==> src/rtl/sram22_ctrl_pkg.sv <==
// rtl/sram22_ctrl_pkg.sv - shared widths, controller states and request record for the SRAM22 port
package sram22_ctrl_pkg;

  localparam int SRAM22_DATA_WIDTH = 22;
  localparam int SRAM22_ADDR_WIDTH = 6;

  typedef enum logic [1:0] {
    WAKE  = 2'd0,
    CLEAR = 2'd1,
    RUN   = 2'd2
  } ctrl_state_e;

  typedef struct packed {
    logic                         we;
    logic [SRAM22_ADDR_WIDTH-1:0] addr;
    logic [SRAM22_DATA_WIDTH-1:0] din;
  } sram22_req_t;

endpackage

==> src/rtl/sram22_rsp_fifo.sv <==
// rtl/sram22_rsp_fifo.sv - small power-of-two response queue with head, count, full and empty
module sram22_rsp_fifo #(
  parameter int WIDTH = 22,
  parameter int DEPTH = 4
) (
  input  logic                   clk,
  input  logic                   rstb,
  input  logic                   push,
  input  logic [WIDTH-1:0]       push_data,
  input  logic                   pop,
  output logic [WIDTH-1:0]       head,
  output logic [$clog2(DEPTH):0] count,
  output logic                   full,
  output logic                   empty
);

  localparam int PTR_W = $clog2(DEPTH);
  localparam logic [PTR_W:0] FULL_COUNT = DEPTH[PTR_W:0];

  logic [WIDTH-1:0] mem_q [DEPTH];
  logic [PTR_W-1:0] wr_ptr_q;
  logic [PTR_W-1:0] rd_ptr_q;
  logic [PTR_W:0]   count_q;
  logic             do_push;
  logic             do_pop;

  assign empty   = (count_q == '0);
  assign full    = (count_q == FULL_COUNT);
  assign count   = count_q;
  assign head    = mem_q[rd_ptr_q];
  assign do_pop  = pop && !empty;
  // A push into a full queue is only accepted when the head leaves in the same cycle.
  assign do_push = push && (!full || do_pop);

  // Storage, pointers and occupancy; pointers wrap naturally because DEPTH is a power of two.
  always_ff @(posedge clk or negedge rstb) begin
    if (!rstb) begin
      wr_ptr_q <= '0;
      rd_ptr_q <= '0;
      count_q  <= '0;
      for (int i = 0; i < DEPTH; i++) begin
        mem_q[i] <= '0;
      end
    end else begin
      if (do_push) begin
        mem_q[wr_ptr_q] <= push_data;
        wr_ptr_q        <= wr_ptr_q + PTR_W'(1);
      end
      if (do_pop) begin
        rd_ptr_q <= rd_ptr_q + PTR_W'(1);
      end
      if (do_push && !do_pop) begin
        count_q <= count_q + (PTR_W+1)'(1);
      end else if (!do_push && do_pop) begin
        count_q <= count_q - (PTR_W+1)'(1);
      end
    end
  end

endmodule

==> src/rtl/sram22_port_ctrl.sv <==
// rtl/sram22_port_ctrl.sv - ready/valid request port, wake/clear sequencing and pin muxing for the SRAM22 macro
module sram22_port_ctrl
  import sram22_ctrl_pkg::*;
#(
  parameter int DATA_WIDTH = SRAM22_DATA_WIDTH,
  parameter int ADDR_WIDTH = SRAM22_ADDR_WIDTH,
  parameter int RSP_DEPTH  = 4,
  parameter bit INIT_CLEAR = 1'b1
) (
  input  logic                  clk,
  input  logic                  rstb,
  input  logic                  req_valid,
  output logic                  req_ready,
  input  logic                  req_we,
  input  logic [ADDR_WIDTH-1:0] req_addr,
  input  logic [DATA_WIDTH-1:0] req_din,
  output logic                  rsp_valid,
  input  logic                  rsp_ready,
  output logic [DATA_WIDTH-1:0] rsp_dout,
  output logic                  init_done,
  output logic                  sram_rstb,
  output logic                  sram_ce,
  output logic                  sram_we,
  output logic [ADDR_WIDTH-1:0] sram_addr,
  output logic [DATA_WIDTH-1:0] sram_din,
  input  logic [DATA_WIDTH-1:0] sram_dout
);

  localparam int CNT_W = $clog2(RSP_DEPTH) + 1;
  localparam logic [CNT_W:0] CREDIT_LIMIT = RSP_DEPTH[CNT_W:0];

  ctrl_state_e           state_q;
  logic [ADDR_WIDTH-1:0] clr_cnt_q;
  logic                  sram_rstb_q;
  logic                  init_done_q;
  logic                  rd_pending_q;
  logic [ADDR_WIDTH-1:0] addr_hold_q;
  logic [DATA_WIDTH-1:0] din_hold_q;

  logic [CNT_W-1:0]      fifo_count;
  logic                  fifo_full;
  logic                  fifo_empty;
  logic [CNT_W:0]        credit_used;
  logic                  req_hs;
  logic                  rsp_pop;

  // Every outstanding read (queued or still in the macro) holds one queue slot.
  assign credit_used = {1'b0, fifo_count} + {{CNT_W{1'b0}}, rd_pending_q};
  assign req_ready   = (state_q == RUN) && (credit_used < CREDIT_LIMIT);
  assign req_hs      = req_valid && req_ready;
  assign rsp_valid   = !fifo_empty;
  assign rsp_pop     = rsp_valid && rsp_ready;
  assign init_done   = init_done_q;
  assign sram_rstb   = sram_rstb_q;

  // Wake/clear/run sequencer: releases the macro reset, optionally zero-fills, then opens the port.
  always_ff @(posedge clk or negedge rstb) begin
    if (!rstb) begin
      state_q     <= WAKE;
      clr_cnt_q   <= '0;
      sram_rstb_q <= 1'b0;
      init_done_q <= 1'b0;
    end else begin
      case (state_q)
        WAKE: begin
          sram_rstb_q <= 1'b1;
          state_q     <= INIT_CLEAR ? CLEAR : RUN;
          init_done_q <= ~INIT_CLEAR;
        end
        CLEAR: begin
          clr_cnt_q <= clr_cnt_q + ADDR_WIDTH'(1);
          if (clr_cnt_q == '1) begin
            state_q     <= RUN;
            init_done_q <= 1'b1;
          end
        end
        RUN: begin
          state_q <= RUN;
        end
        default: begin
          state_q <= WAKE;
        end
      endcase
    end
  end

  // Macro pins: clear writes, pass-through on a handshake, otherwise idle with address/data held.
  always_comb begin
    sram_ce   = 1'b0;
    sram_we   = 1'b0;
    sram_addr = addr_hold_q;
    sram_din  = din_hold_q;
    if (state_q == CLEAR) begin
      sram_ce   = 1'b1;
      sram_we   = 1'b1;
      sram_addr = clr_cnt_q;
      sram_din  = '0;
    end else if (req_hs) begin
      sram_ce   = 1'b1;
      sram_we   = req_we;
      sram_addr = req_addr;
      sram_din  = req_din;
    end
  end

  // Remember the last driven address/data so idle cycles keep the macro inputs quiet.
  always_ff @(posedge clk or negedge rstb) begin
    if (!rstb) begin
      addr_hold_q <= '0;
      din_hold_q  <= '0;
    end else if (sram_ce) begin
      addr_hold_q <= sram_addr;
      din_hold_q  <= sram_din;
    end
  end

  // A read accepted this edge has its data on sram_dout during the following cycle.
  always_ff @(posedge clk or negedge rstb) begin
    if (!rstb) begin
      rd_pending_q <= 1'b0;
    end else begin
      rd_pending_q <= req_hs && !req_we;
    end
  end

  // The credit check must never let a returning read land in a full queue.
  always_ff @(posedge clk) begin
    if (rstb) begin
      assert (!(rd_pending_q && fifo_full && !rsp_pop))
        else $error("sram22_port_ctrl: response push into a full queue");
    end
  end

  sram22_rsp_fifo #(
    .WIDTH (DATA_WIDTH),
    .DEPTH (RSP_DEPTH)
  ) u_rsp_fifo (
    .clk       (clk),
    .rstb      (rstb),
    .push      (rd_pending_q),
    .push_data (sram_dout),
    .pop       (rsp_pop),
    .head      (rsp_dout),
    .count     (fifo_count),
    .full      (fifo_full),
    .empty     (fifo_empty)
  );

endmodule

==> config.mk <==
export PLATFORM = sky130hd
export DESIGN_NAME = sram22_port_ctrl
export DESIGN_NICKNAME = d
export VERILOG_FILES = /design/src/rtl/sram22_ctrl_pkg.sv /design/src/rtl/sram22_rsp_fifo.sv /design/src/rtl/sram22_port_ctrl.sv
export SDC_FILE = /design/constraint.sdc
export NUM_CORES = 1
export LEC_CHECK = 0
export ABC_AREA = 1
export BUFFER_PORTS_ARGS = -buffer_cell sky130_fd_sc_hd__buf_2
export CORE_ASPECT_RATIO = 0.5
export CORE_MARGIN = 2
export CORE_UTILIZATION = 51
export CTS_CLUSTER_DIAMETER = 200
export DETAILED_ROUTE_END_ITERATION = 10
export PLACE_DENSITY = 0.88
export SETUP_SLACK_MARGIN = 0.4
export SYNTH_ARGS = -nofsm -noshare
export SYNTH_HDL_FRONTEND = slang
export SYNTH_HIERARCHICAL = 1
export SYNTH_SLANG_ARGS = --single-unit
==> constraint.sdc <==
create_clock -name clk -period 2.1 [get_ports clk]
set_clock_uncertainty 0.1 [all_clocks]
set_input_delay 0.21 -clock clk [delete_from_list [all_inputs] [get_ports clk]]
set_output_delay 0.21 -clock clk [all_outputs]
set_load 0.05 [all_outputs]
==> reports/results.md, run 1 <==
| Step | Item | Reported |
| --- | --- | --- |
| status | Failed at | 5_1_grt |
| grt | GRT Total Usage | 0.923 |
| clocking | TritonCTS Sinks | 134 |
| floorplanning | Number of top-level pins | 111 |
| logic synthesis | Yosys warns | 6 |
| floorplanning | Starting density of the core | 0.519 |
| floorplanning | Y dimension of the die | 84.1 microns |
| place | Input/output buffers | 110 |
| clocking | Clock tree root buffer cell | sky130_fd_sc_hd__clkbuf_16 |
| status | Run status | did not finish |
| place | Weighted congestion at the end of routability-driven global placement | 0.845 |
| grt | Pin count of the biggest net entering global routing | 50 |
| clocking | Number of H-tree branching levels | 4 |
| clocking | Maximum buffer depth of the clock tree | 2 |
| clocking | Number of buffers created by CTS | 17 |
| timing | Grt repair worst endpoint | sram_din[16] |
| status | First error message | [ERROR GRT-0232] Routing congestion too high. Check the congestion heatmap in the GUI. |
| timing | Category of the worst endpoint | primary output |
| place | Post-detailed-placement half-perimeter wirelength | 11500 microns |
| logic synthesis | Avg Synthesized Cell Area | 8.30 sq um |
| floorplanning | Width of the die | 164 microns |
| logic synthesis | Post-synthesis instance area | 0.00654 sq mm |
| floorplanning | Std cell rows | 29 |
| grt | Final global-route overflow total | 493 |
| logic synthesis | Synthesized instance count | 788 |
| logic synthesis | Synth Net Count | 853 |
==> metal layers <==
| layer | overflow | global-route usage |
|---|---|---|
| met5 | 6 | 0.485 |
| met4 | 207 | 1.03 |
| met3 | 8 | 0.800 |
| met2 | 265 | 1.05 |
| met1 | 7 | 0.886 |
==> through the flow <==
step	cell area [sq um]	instances	setup TNS, ns	hold WS [ns]	worst slack [ns]
floorplan	7470	788	-0.0324	-0.186	-0.0241
global placement	8270	1050	0	-0.0146	0.113
detailed placement	8270	1050	0	-0.0124	0.0601
CTS	10800	1173	-5.32	0.000633	-0.246
==> what timing repair did <==
item	in CTS
endpoints found under the setup margin	146
gates resized for setup	282
gates cloned	11
pin swaps	44
hold endpoints to repair	215
hold buffers	40
setup buffers	41
==> inputs of run 2 (changes only) <==
--- a/config.mk
+++ b/config.mk
@@ -7,13 +7,10 @@
 export LEC_CHECK = 0
 export ABC_AREA = 1
 export BUFFER_PORTS_ARGS = -buffer_cell sky130_fd_sc_hd__buf_2
-export CORE_ASPECT_RATIO = 0.5
 export CORE_MARGIN = 2
-export CORE_UTILIZATION = 51
-export CTS_CLUSTER_DIAMETER = 200
+export CORE_UTILIZATION = 39
 export DETAILED_ROUTE_END_ITERATION = 10
-export PLACE_DENSITY = 0.88
-export SETUP_SLACK_MARGIN = 0.4
+export PLACE_DENSITY_LB_ADDON = 0.15
 export SYNTH_ARGS = -nofsm -noshare
 export SYNTH_HDL_FRONTEND = slang
 export SYNTH_HIERARCHICAL = 1
==> constraint.sdc (replaced) <==
create_clock -name clk -period 2.73 [get_ports clk]
set_clock_uncertainty 0.1 [all_clocks]
set_input_delay 0.273 -clock clk [delete_from_list [all_inputs] [get_ports clk]]
set_output_delay 0.273 -clock clk [all_outputs]
set_load 0.05 [all_outputs]
==> run 2 against run 1 <==
The flow now finishes without violations. Synthesized cell count stayed put. Area after synthesis stayed put.
==> reports/results.md, run 2 <==
| Step | Item | Reported |
| --- | --- | --- |
| power | Overall power of the completed layout | 6.52 mW |
| grt | First-pass GRT wire length | 30200 microns |
| power | Leakage | 4.48 nW |
| clocking | Maximum buffer depth of the clock tree | 2 |
| detailed routing | Number of remaining DRC errors | 0 |
| worst setup path | Worst EP required | 2.36 ns |
| final layout | Non-filler instance count after layout | 1144 |
| worst setup path | Worst-path cell chain | inv_1, ha_1, inv_1, nor2_4, nand3_4, buf_8, nand2_1, o21a_1, buf_2 |
| clocking | Clock slew at reported path FFs | 0.06 ns |
| place | Input/output buffers | 110 |
| final layout | Final nets | 975 |
| floorplanning | Number of top-level pins | 111 |
| grt | Number of global-route vias before repair | 5799 |
| timing | Unrepaired setup endpoints after global routing | false |
| final layout | Flip-flop count of the largest register after layout | 88 |
| detailed routing | Number of detailed-routing iterations run before antenna repair | 4 |
| final layout | Fraction of final layout cells sized beyond drive strength 1 | 0.193 |
| timing | Hold Slack | 0.0513 ns |
| timing | Crit share post-route | 0.936 |
| place | Inst Count DP | 1081 |
| grt | Antenna violations before repair | 1 |
| clocking | Clock tree root buffer cell | sky130_fd_sc_hd__clkbuf_16 |
| detailed routing | Drt total wl | 18100 microns |
| logic synthesis | Synthesized instance count | 788 |
| final layout | Number of filler instances in the final layout | 1612 |
| detailed routing | Via count | 5831 |
| final layout | Most common cell after layout, fill and taps aside | sky130_fd_sc_hd__nand2_1 |
| grt | Final global-route overflow total | 0 |
| hold path | Worst min-delay path class | in -> reg |
| logic synthesis | Post-synthesis instance area | 0.00654 sq mm |
| timing | Final critical path time including I/O delays and setup | 2.56 ns |
| floorplanning | Width of the die | 133 microns |
| detailed routing | Mean number of vias per cell | 5.10 |
| worst setup path | Delay contributed by the slowest stage of the critical path | 0.38 ns |
| worst setup path | Arrival time worst endpoint | 2.18 ns |
| timing | Total count of hold-check failures in the final report | 0 |
| grt | GRT Total Usage | 0.212 |
| detailed routing | Number of antenna-violating nets in the routed design | 0 |
| clocking | Clk Latency, worst-skew pair | 0.41 ns |
| logic synthesis | Yosys warns | 6 |
| floorplanning | Die area | 0.0178 sq mm |
| floorplanning | Y dimension of the die | 133 microns |
| floorplanning | Starting density of the core | 0.397 |
| detailed routing | Average wire per standard cell | 15.8 microns |
| timing | Worst Tran Pin Value | 1.03 ns |
| grt | Pin count of the biggest net entering global routing | 94 |
| place | Post-detailed-placement half-perimeter wirelength | 10600 microns |
| clocking | Number of buffers created by CTS | 17 |
| status | Run status | completed |
| worst setup path | Max stage delay cell, worst path | sky130_fd_sc_hd__dfrtp_1 |
| logic synthesis | Synth Net Count | 853 |
| detailed routing | Detailed router's first-iteration violation count | 365 |
| logic synthesis | Avg Synthesized Cell Area | 8.30 sq um |
| clocking | Clock tree from TritonCTS | yes |
| final layout | Commonest cells after routing, fill and taps aside | sky130_fd_sc_hd__nand2_1 (278), sky130_fd_sc_hd__dfrtp_1 (133), sky130_fd_sc_hd__buf_2 (108), sky130_fd_sc_hd__nand4_1 (94), sky130_fd_sc_hd__nor2_1 (52) |
| timing | Max Clock Freq | 391 MHz |
| worst setup path | Setup crit end kind | output pin |
| worst setup path | Critical-path maximum fanout | 30 |
| power | Areal power density over the cells | 804 mW/mm^2 |
| floorplanning | Std cell rows | 47 |
| timing | Final number of max-transition violations | 0 |
| timing | Setup violation total in the final timing report | 0 |
| flow run | Max-cap violations | 0 |
| clocking | Number of H-tree branching levels | 4 |
| clocking | TritonCTS Sinks | 134 |
| worst setup path | Crit-path most repeated cell | sky130_fd_sc_hd__inv_1 |
| final layout | Area growth syn-to-layout | 24.0% |
| final layout | Register with the most flip-flops | u_rsp_fifo/mem_q |
| worst setup path | CP delay by family, top | buffers and inverters |
| worst setup path | Classification of the worst setup path | reg -> out |
| place | Weighted congestion at the end of routability-driven global placement | 0.786 |
| timing | Worst slew margin | 0.311 |
| floorplanning | Area of the core | 0.0165 sq mm |
| worst setup path | Crit path launch type | flip-flop |
| worst setup path | Worst path bufs/invs | 4 |
| power | Maximum resistive drop on vdd | 0.000495 V |
| final layout | Largest registers | u_rsp_fifo/mem_q: 88 flops, din_hold_q: 22 flops |
==> run 2: worst paths after layout <==
kind                                      start                    to  slack, ns  depth (start not counted)
max                                  state_q[0]               sram_we       0.17                          9
max reg2reg                 u_rsp_fifo/count[2]  u_rsp_fifo/mem_q[68]       0.32                         10
max in group asynchronous                  rstb  u_rsp_fifo/mem_q[42]       1.51                          3
min reg2reg                u_rsp_fifo/mem_q[30]  u_rsp_fifo/mem_q[30]       0.36                          2
min                               sram_dout[20]  u_rsp_fifo/mem_q[64]       0.05                          3
min in group asynchronous                  rstb  u_rsp_fifo/mem_q[73]       0.29                          2
==> run 2: final cells by class <==
type | count | area (sq um) | area share
tap | 220 | 275 | 0.0339
timing repair buffer | 160 | 1040 | 0.128
clock inverter | 6 | 43.8 | 0.00540
clock buffer | 26 | 499 | 0.0616
antenna | 1 | 2.50 | 0.000309
sequential | 134 | 3350 | 0.414
inverter | 26 | 98.8 | 0.0122
multi-input combinational | 571 | 2800 | 0.345
==> run 2: power breakdown <==
part / switching [mW] / internal (mW)
registers: 0.0476 / 2.03
logic: 1.79 / 0.568
clock network: 0.834 / 1.26
==> run 2: timing repair <==
item                       in CTS  in global routing
setup buffers                   0                  4
pin swaps                       0                  1
cloned                          1                  1
hold endpoints to repair       73                  0
gates resized for setup         1                  7
hold buffers                   24                  0
setup endpoints to repair       5                 21
==> run 2: routing by layer <==
metal | global-route usage | wire [microns] | vias up
li1 | - | - | 2893
met1 | 0.288 | 8560 | 2787
met2 | 0.342 | 8540 | 130
met3 | 0.0460 | 772 | 21
met4 | 0.0615 | 229 | 0
met5 | 0 | 0 | -
==> run 2: metrics by stage <==
step / setup TNS [ns] / utilization / setup WS (ns) / area, sq um
6_report: 0 / 0.493 / 0.174 / 8110
5_1_grt: 0 / 0.492 / 0.00531 / 8110
4_1_cts: -0.0422 / 0.488 / -0.00699 / 8040
3_5_place_dp: 0 / 0.440 / 0.324 / 7250
3_3_place_gp: 0 / 0.440 / 0.394 / 7250
2_1_floorplan: 0 / - / 0.438 / 6540
==> run 2: worst reg2reg max path: stages (launching register included) <==
cell                      delay, ns
sky130_fd_sc_hd__dfrtp_1       0.45
sky130_fd_sc_hd__inv_1         0.10
sky130_fd_sc_hd__nand2_1       0.09
sky130_fd_sc_hd__inv_1         0.05
sky130_fd_sc_hd__nor2_1        0.14
sky130_fd_sc_hd__inv_1         0.09
sky130_fd_sc_hd__nand3_4       0.08
sky130_fd_sc_hd__buf_4         0.52
sky130_fd_sc_hd__buf_4         0.46
sky130_fd_sc_hd__nand4_1       0.15
sky130_fd_sc_hd__nand2_1       0.12
No activity file was read; power rests on OpenSTA's default activity.
==> inputs of run 3 (changes only) <==
--- a/config.mk
+++ b/config.mk
@@ -8,7 +8,7 @@
 export ABC_AREA = 1
 export BUFFER_PORTS_ARGS = -buffer_cell sky130_fd_sc_hd__buf_2
 export CORE_MARGIN = 2
-export CORE_UTILIZATION = 39
+export CORE_UTILIZATION = 49
 export DETAILED_ROUTE_END_ITERATION = 10
 export PLACE_DENSITY_LB_ADDON = 0.15
 export SYNTH_ARGS = -nofsm -noshare
==> run 3 against run 2 <==
Combinational power is 2% lower. Core utilization is 12 points higher. Fmax is 2.8% lower. Power is 0.58% lower. Via count is 4.4% higher. Clock power hardly changed. First-iteration DRC count is 76% higher. Count of clock-buffer cells in the layout is 1 lower. Final area is 0.83% lower. Non-clock buffer count is 3 higher. Flip-flop and latch count stayed put. Routed wire length is 2.3% lower. Critical endpoint is now sram_din[20].
==> reports/results.md, run 3 (synthesis gave the netlist of run 2 again) <==
| Step | Item | Reported |
| --- | --- | --- |
| detailed routing | Number of detailed-routing iterations run before antenna repair | 5 |
| final layout | Reg area | 0.00335 sq mm |
| clocking | Maximum buffer depth of the clock tree | 2 |
| final layout | Number of diodes | 0 |
| power | Leakage | 4.49 nW |
| clocking | Number of buffers created by CTS | 17 |
| timing | Final number of max-transition violations | 0 |
| grt | Pin count of the biggest net entering global routing | 94 |
| detailed routing | Number of remaining DRC errors | 0 |
| timing | Max Clock Freq | 380 MHz |
| final layout | Commonest cells after routing, fill and taps aside | sky130_fd_sc_hd__nand2_1 (278), sky130_fd_sc_hd__dfrtp_1 (133), sky130_fd_sc_hd__buf_2 (106), sky130_fd_sc_hd__nand4_1 (94), sky130_fd_sc_hd__nor2_1 (52) |
| floorplanning | Number of top-level pins | 111 |
| grt | Number of global-route vias before repair | 5869 |
| worst setup path | Worst EP required | 2.36 ns |
| timing | Setup violation total in the final timing report | 0 |
| timing | Crit share post-route | 0.963 |
| final layout | Number of filler instances in the final layout | 1155 |
| worst setup path | Classification of the worst setup path | reg -> out |
| worst setup path | Critical-path maximum fanout | 11 |
| floorplanning | Y dimension of the die | 120 microns |
| detailed routing | Average wire per standard cell | 16.1 microns |
| flow run | Max-cap violations | 0 |
| worst setup path | Crit path launch type | flip-flop |
| final layout | Final nets | 978 |
| final layout | Flip-flop count of the largest register after layout | 88 |
| detailed routing | Mean number of vias per cell | 5.54 |
| clocking | Clock slew at reported path FFs | 0.05 ns |
| hold path | Worst min-delay path class | in -> reg |
| detailed routing | Detailed router's first-iteration violation count | 643 |
| floorplanning | Area of the core | 0.0131 sq mm |
| place | Post-detailed-placement half-perimeter wirelength | 10600 microns |
| floorplanning | Width of the die | 120 microns |
| timing | Worst Tran Pin Value | 1.03 ns |
| grt | Antenna violations before repair | 0 |
| final layout | Area growth syn-to-layout | 23.0% |
| worst setup path | Arrival time worst endpoint | 2.26 ns |
| place | Total placed instance area | 0.00722 sq mm |
| grt | First-pass GRT wire length | 28400 microns |
| hold path | Worst Hold Depth | 3 |
| place | Input/output buffers | 110 |
| worst setup path | Setup slack, reg-to-reg | 0.32 ns |
| worst setup path | Setup crit end kind | output pin |
| timing | Worst slew margin | 0.314 |
| final layout | Most common cell after layout, fill and taps aside | sky130_fd_sc_hd__nand2_1 |
| grt | GRT Total Usage | 0.248 |
| power | Areal power density over the cells | 806 mW/mm^2 |
| clocking | Number of H-tree branching levels | 4 |
| final layout | Area of combinational cells with multiple inputs | 0.00279 sq mm |
| final layout | Final Instance Area | 0.00804 sq mm |
| final layout | Register with the most flip-flops | u_rsp_fifo/mem_q |
| worst setup path | Delay contributed by the slowest stage of the critical path | 0.41 ns |
| clocking | TritonCTS Sinks | 134 |
| floorplanning | Starting density of the core | 0.498 |
| final layout | Final Core Density | 0.612 |
| worst setup path | Max stage delay cell, worst path | sky130_fd_sc_hd__dfrtp_1 |
| detailed routing | Number of antenna-violating nets in the routed design | 0 |
| clocking | Clock tree from TritonCTS | yes |
| final layout | Fraction of final layout cells sized beyond drive strength 1 | 0.193 |
| detailed routing | Via count | 6090 |
| worst setup path | Startpoint of the most critical register-to-register path | u_rsp_fifo/count[2] |
| worst setup path | Worst-path cell chain | inv_1, ha_1, inv_1, nor2_4, nand3_4, nor2_4, nand2_1, nand2_1, buf_2 |
| floorplanning | Die area | 0.0143 sq mm |
| place | Weighted congestion at the end of routability-driven global placement | 0.806 |
| hold path | Hold_sp | sram_dout[14] |
| hold path | Hold Path End | u_rsp_fifo/mem_q[80] |
| timing | Final critical path time including I/O delays and setup | 2.63 ns |
| timing | Total count of hold-check failures in the final report | 0 |
| clocking | Clk Latency, worst-skew pair | 0.41 ns |
| worst setup path | FF-to-FF path depth | 10 |
| power | Maximum resistive drop on vdd | 0.000433 V |
| floorplanning | Std cell rows | 42 |
| clocking | Clock tree root buffer cell | sky130_fd_sc_hd__clkbuf_16 |
| final layout | Largest registers | u_rsp_fifo/mem_q: 88 flops, din_hold_q: 22 flops |
| detailed routing | Drt total wl | 17700 microns |
| status | Run status | completed |
| grt | Final global-route overflow total | 0 |
| worst setup path | Capture point of the worst reg-to-reg path | u_rsp_fifo/mem_q[48] |
-- run 3: cell count changes in the layout (fill, tap and decap cells not counted), sizes merged --
| cell | delta |
|---|---|
| bufinv | +1 |
| clkinvlp | -3 |
| buf | +1 |
| clkbuf | +1 |
| clkinv | +1 |
| diode | -1 |
-- run 3: power by group --
part | leakage (nW) | switching [mW] | internal, mW
sequential | 1.82 | 0.0843 | 2.03
clock | 0.261 | 0.790 | 1.28
combinational | 2.41 | 1.72 | 0.584
-- run 3: timing repair --
action	4_1_cts	5_1_grt
gates cloned	0	2
hold endpoints to repair	67	0
pin swaps	0	3
hold buffers	24	0
resized for setup	1	7
endpoints found under the setup margin	1	24
setup buffers	0	2
-- run 3: worst max-delay path by stage --
stage | start | end | slack (ns) | cells past startpoint
global placement | u_rsp_fifo/count[2] | u_rsp_fifo/mem_q[47] | 0.49 | 10
floorplan | u_rsp_fifo/count[0] | u_rsp_fifo/count[2] | 0.44 | 15
detailed placement | u_rsp_fifo/count[2] | u_rsp_fifo/mem_q[48] | 0.38 | 10
CTS | state_q[0] | sram_din[19] | 0.008 | 9
finish | state_q[0] | sram_din[20] | 0.1 | 9
global route | state_q[0] | sram_din[20] | -0.06 | 9
-- run 3: area by class of cell --
class,instances,share of cell area
clock buffer,25,0.0591
clock inverter,5,0.00622
inverter,26,0.0126
multi-input combinational,571,0.347
sequential,134,0.417
tap,176,0.0274
timing repair buffer,163,0.130
-- run 3: worst max-delay path, delay by kind of cell, from the launching register on --
kind | cells | cell delay, ns
flops | 1 | 0.41
buf+inv | 3 | 0.42
fa+ha+maj | 1 | 0.15
simple gates | 5 | 0.84
-- run 3: metrics by stage --
step	total power [mW]	std cells	hold slack [ns]	setup TNS, ns	worst slack, ns
2_1_floorplan	3.81	788	-0.123	0	0.438
3_5_place_dp	4.41	1042	0.242	0	0.380
5_1_grt	6.79	1100	0.0401	-0.617	-0.0581
4_1_cts	6.51	1096	0.0399	0	0.00829
3_3_place_gp	4.39	1042	0.232	0	0.486
6_report	6.48	1100	0.0508	0	0.0997
-- run 3: routing by layer --
metal | track usage | vias to the layer above | wire length [microns]
li1 | - | 2905 | -
met3 | 0.0656 | 27 | 1160
met1 | 0.337 | 2898 | 7640
met2 | 0.388 | 260 | 8640
met5 | 0 | - | 0
met4 | 0.0853 | 0 | 250
